File: config.mk
export PLATFORM = sky130hd
export DESIGN_NAME = pipe_skid_buf
export DESIGN_NICKNAME = d
export VERILOG_FILES = /design/src/rtl/pipe_skid_buf.sv
export SDC_FILE = /design/constraint.sdc
export NUM_CORES = 1
export LEC_CHECK = 0
export ABC_AREA = 1
export CAP_MARGIN = 20
export CORE_AREA = 4 4 81 83
export CTS_CLUSTER_SIZE = 30
export DETAILED_ROUTE_END_ITERATION = 10
export DIE_AREA = 0 0 85 87
export GPL_ROUTABILITY_DRIVEN = 0
export GPL_TIMING_DRIVEN = 0
export HOLD_SLACK_MARGIN = 0.05
export PLACE_DENSITY = 0.8
export SLEW_MARGIN = 10
export SYNTH_ARGS = -nofsm -noshare
export SYNTH_HDL_FRONTEND = slang
export SYNTH_SLANG_ARGS = --single-unit
File: constraint.sdc
create_clock -name clk -period 2.05 [get_ports clk]
set_clock_uncertainty 0.1 [all_clocks]
set_input_delay 0.41 -clock clk [delete_from_list [all_inputs] [get_ports clk]]
set_output_delay 0.41 -clock clk [all_outputs]
set_load 0.01 [all_outputs]
File: src/rtl/pipe_skid_buf.sv
// Two-entry valid/ready skid buffer with registered output and synchronous flush.
// Optional stall counter output enabled by defining SKID_STATS_EN.
module pipe_skid_buf #(
   parameter int N = 32
) (
   input  logic         clk,
   input  logic         reset,
   input  logic         flush,
   input  logic         in_valid,
   output logic         in_ready,
   input  logic [N-1:0] in_data,
   output logic         out_valid,
   input  logic         out_ready,
   output logic [N-1:0] out_data
`ifdef SKID_STATS_EN
   ,
   output logic [15:0]  stall_cnt
`endif
);

   typedef enum logic [1:0] {EMPTY, ONE, TWO} state_t;

   state_t         state, state_next;
   logic [N-1:0]   out_reg, skid_reg;
   logic           accept, take;
   logic           load_out_in, load_out_skid, load_skid;

   // in_ready is a function of state and reset only, so out_ready never reaches it
   assign in_ready  = (state != TWO) & ~reset;
   assign out_valid = (state != EMPTY);
   assign out_data  = out_reg;
   assign accept    = in_valid & in_ready;
   assign take      = out_valid & out_ready;

   always_comb begin
      state_next    = state;
      load_out_in   = 1'b0;
      load_out_skid = 1'b0;
      load_skid     = 1'b0;
      if (flush) begin
         state_next = EMPTY;
      end else begin
         case (state)
            EMPTY: begin
               if (accept) begin
                  state_next  = ONE;
                  load_out_in = 1'b1;
               end
            end
            ONE: begin
               if (accept && !take) begin
                  state_next = TWO;
                  load_skid  = 1'b1;
               end else if (accept && take) begin
                  load_out_in = 1'b1;
               end else if (take) begin
                  state_next = EMPTY;
               end
            end
            TWO: begin
               if (take) begin
                  state_next    = ONE;
                  load_out_skid = 1'b1;
               end
            end
            default: state_next = EMPTY;
         endcase
      end
   end

   always_ff @(posedge clk) begin
      if (reset) begin
         state    <= EMPTY;
         out_reg  <= '0;
         skid_reg <= '0;
      end else begin
         state <= state_next;
         if (load_out_in)
            out_reg <= in_data;
         else if (load_out_skid)
            out_reg <= skid_reg;
         if (load_skid)
            skid_reg <= in_data;
      end
   end

`ifdef SKID_STATS_EN
   // Saturating count of upstream stall cycles; flush deliberately leaves it alone
   always_ff @(posedge clk) begin
      if (reset)
         stall_cnt <= '0;
      else if (in_valid && !in_ready && stall_cnt != 16'hFFFF)
         stall_cnt <= stall_cnt + 16'd1;
   end
`endif

endmodule

### After elaboration in Yosys (flattened, before gate mapping)

Index checks and enable logic that the tools add are counted.

| word-level totals | value |
|---|---|
| register bits | 66 |
| bits of input ports | 37 |
| output and inout bits | 34 |
| logic and storage cells | 41 |

| cells by class | value |
|---|---|
| equal/unequal tests | 7 |
| muxes and demuxes | 19 |
| bitwise logic cells | 4 |
| reduce and logical (&&, ||, !) cells | 8 |

Operator list:

| cell | count |
|---|---|
| $mux W32 | 2 |
| $mux W1 | 10 |
| $mux W2 | 5 |
| $ne A2 B2 Y1 const B | 3 |
| $ne A3 B3 Y1 const B | 2 |
| $pmux W2 S3 | 1 |
| $reduce_and A4 Y1 | 1 |
| $reduce_bool A2 Y1 | 2 |
| $and A1 B1 Y1 | 3 |
| $eq A2 B1 Y1 const B | 1 |
| $eq A2 B2 Y1 const B | 1 |
| $logic_and A1 B1 Y1 | 2 |
| $logic_not A2 Y1 | 1 |
| $pmux W1 S2 | 1 |
| $reduce_or A2 Y1 | 1 |
| $logic_not A1 Y1 | 1 |
| $not A1 Y1 | 1 |

### Logic depth before layout (Yosys ltp)

| depth | value |
|---|---|
| word-level depth | 9 |
| depth in mapped cells | 10 |
| depth with buffers taken out | 9 |

### Least setup slack after synthesis

Ideal clock, no wire load.

| timing | value |
|---|---|
| kind | in2out |
| start point | input reset |
| end point | output in_ready |
| arrival | 0.994 ns |
| data required time | 1.540 ns |
| slack | 0.546 ns |
| stages | 5 |
| path buffers | 2 |
| path through | buf_4 -> inv_4 -> buf_1 -> nand2_1 -> inv_1 |

| on the way | value |
|---|---|
| longest elaborated chain between the ends | 2 |

RTL lines:

| what | line | RTL |
|---|---|---|
| start, declared | 7 | `input logic reset,` |
| $not A1 Y1 | 29 | `assign in_ready = (state != TWO) & ~reset;` |
| $and A1 B1 Y1 | 29 |  |
| end, declared | 10 | `output logic in_ready,` |

No other way between the ends.

### Worst setup path after layout

| timing | value |
|---|---|
| start point | register state[0] |
| end point | output in_ready |

| on the way | value |
|---|---|
| longest elaborated chain between the ends | 2 |

RTL lines:

| what | line | RTL |
|---|---|---|
| start, declared | 23 | `state_t state, state_next;` |
| start signal, assigned | 77 | `state <= state_next;` |
| $ne A2 B2 Y1 | 29 |  |
| $and A1 B1 Y1 | 29 |  |

No other way between the ends.

==> results.txt <==
Core area -> 5850 µm²
Max Freq -> 0.505 GHz
# fillers -> 505
Syn_area_per_cell -> 6.86 µm²
First drt pass iteration count -> 7
DPL Wire Length -> 5360 µm
Clock Pin Slew Worst Setup and Hold Paths -> 0.07 ns
# clock sinks -> 66
CTS Buffer Depth -> 2
Most frequent cells in the layout -> 103 x nand2_1, 69 x clkdlybuf4s50_1, 66 x nor2_1, 66 x dfxtp_1, 65 x nand3_1
Root buffer cell -> clkbuf_8
CP max stage cell -> clkdlybuf4s50_1
Max stage delay on crit path -> 0.53 ns
Placed cell area -> 3860 µm²
PD cells -> 679 nW/µm²
# resized after CTS -> 0
Worst path cell trace -> inv_2 -> nand2_2 -> nand2_1 -> inv_1 -> clkdlybuf4s50_1
Crit end category -> output pin
Die Wd -> 85 µm
Multi-input gate area -> 1380 µm²
Critical R2R Capture -> out_data[11]
Met3 usage -> 0.0360
R2R Setup Slk -> 0.50 ns
Clock Power Share -> 0.390
Share of layout cells above drive strength 1 -> 0.0979
Comb power frac -> 0.125
Worst min path class -> input pin to flop
Max Slew Vio Count -> 0
Critical path endpoint -> in_ready
RR Startpoint -> state[0]
Final Util -> 0.692
Via density per instance -> 4.96
Num CTS Buffers -> 9
VDD IR max -> 365 µV
Critical path launch point -> state[0]
Max-Cap Viols -> 0
Busiest grt layer -> met2
CP max FO -> 3
Slew @ Worst Pin -> 0.514 ns
Vias in the first global route -> 2845
Worst EP required -> 1.54 ns
Commonest non-fill, non-tap cell in the layout -> nand2_1
Wire per inst -> 12.6 µm
Final setup margin -> 0.0691 ns
CP Class -> flop to output pin
GR Util met1 -> 0.262
# IOs -> 71
Synthesized flop and latch total -> 66
Gr usage total -> 0.215
Register share of total power -> 0.485
Row count -> 28
RSZ-0062 raised after global routing -> no
Ys Warns -> 0
Post-cts hold buffer count -> 0
Die Span Y -> 87 µm
Total grt overflow -> 0
Initial antenna violation count -> 0
Final min period -> 1.98 ns
Final Cell Area -> 4050 µm²
Via count -> 3006
Internal power -> 2.10 mW
First-pass GRT wire length -> 12900 µm
Max H-tree Level -> 3
Pin count of the biggest net entering global routing -> 18
Area grow syn2layout -> 31.6%
Reg2reg path depth -> 8
Final nets -> 565
Register Area -> 1320 µm²
P_leak -> 1.77 nW
Clock latency on the worst-skew pair -> 0.32 ns
Syn Inst Count -> 449
CTS tree -> done
Drc violations -> 0
Startpoint Class -> flop
ANT nets after route -> 0
Post-CTS setup buffers -> 0
Fin. Hold Viols -> 0
Relative slew slack -> 0.657
Routed WL -> 7620 µm
Psw -> 0.647 mW
Seq/Total Area, Yosys -> 0.429
Inst Count DP -> 593
WP data arrival -> 1.47 ns
Switching Fraction -> 0.235
Grt met2 use -> 0.369
PortBufs -> 69
Initial Util -> 0.526
Pre-CTS setup slack -> -0.201 ns
Initial drt markers -> 143
Status -> completed
Inserted Diodes -> 0
Hold slack -> 0.221 ns
Post-Synthesis Cell Area -> 3080 µm²
Synth Net Count -> 486
Finished Layout Cells -> 606
Fin crit share -> 0.966
Setup Viol. Count Final -> 0
Die area -> 7400 µm²
Netlist cell types -> 21
how the worst min path moves through the flow:
stage / startpoint / endpoint / slack, ns / cells past startpoint
floorplan: skid_reg[10] / skid_reg[10] / 0.35 / 2
global placement: skid_reg[5] / skid_reg[5] / 0.36 / 2
detailed placement: skid_reg[29] / skid_reg[29] / 0.37 / 2
CTS: reset / out_data[4] / 0.21 / 2
global route: reset / out_data[3] / 0.21 / 2
finish: reset / out_data[4] / 0.22 / 2
cells by family (layout without fill, tap and decap cells):
logic type / after synthesis / count (layout) / synth area share
flops: 66 / 66 / 0.429
compound gates: 67 / 67 / 0.109
buf+inv: 73 / 155 / 0.124
simple gates: 243 / 243 / 0.338
power groups by stage:
| stage | Clock, mW | Sequential [mW] | Combinational (mW) |
|---|---|---|---|
| floorplan | 0 | 1.38 | 0.149 |
| global placement | 0 | 1.36 | 0.339 |
| detailed placement | 0 | 1.36 | 0.343 |
| CTS | 1.09 | 1.34 | 0.344 |
| global route | 1.15 | 1.34 | 0.378 |
| finish | 1.07 | 1.34 | 0.343 |
metal layers:
layer	vias to the layer above	routed length, µm
met4	0	159
met1	1329	3270
met5	-	0
met2	80	3790
met3	16	399
li1	1581	-
stage by stage:
step	total power [mW]	TNS, ns
2_1_floorplan	1.53	0
3_3_place_gp	1.70	-0.194
3_5_place_dp	1.71	-0.581
4_1_cts	2.77	0
5_1_grt	2.87	0
6_report	2.75	0
Yosys cell counts:
master / count / area [µm²]
dfxtp_1: 66 / 1320
buf_6: 9 / 101
buf_4: 7 / 52.6
nand2_4: 2 / 22.5
inv_1: 35 / 131
buf_1: 1 / 3.75
inv_4: 2 / 12.5
o21ai_1: 8 / 40.0
nor2_2: 2 / 12.5
clkbuf_1: 6 / 22.5
o21ai_0: 25 / 125
nand3_1: 65 / 325
nand3_4: 1 / 17.5
buf_2: 8 / 40.0
a21oi_1: 34 / 170
nand2_1: 103 / 387
nor3_1: 2 / 10.0
nand2_2: 1 / 6.26
nor2_4: 1 / 11.3
nor2_1: 66 / 248
inv_2: 5 / 18.8
final cells by class:
class / instances / area share
multi-input cells: 310 / 0.339
flip-flops and latches: 66 / 0.326
repair buffers: 69 / 0.170
plain buffers: 30 / 0.0534
inverters: 42 / 0.0401
clock buffers: 11 / 0.0374
well taps: 75 / 0.0232
clock inverters: 3 / 0.00988
critical path, delay by kind of cell, from the launching register on:
kind,cells,cell delay [ns]
AND/OR/NAND/NOR,2,0.16
flip-flops,1,0.36
buffers and inverters,3,0.63
No activity file was read; power rests on OpenSTA's default activity.
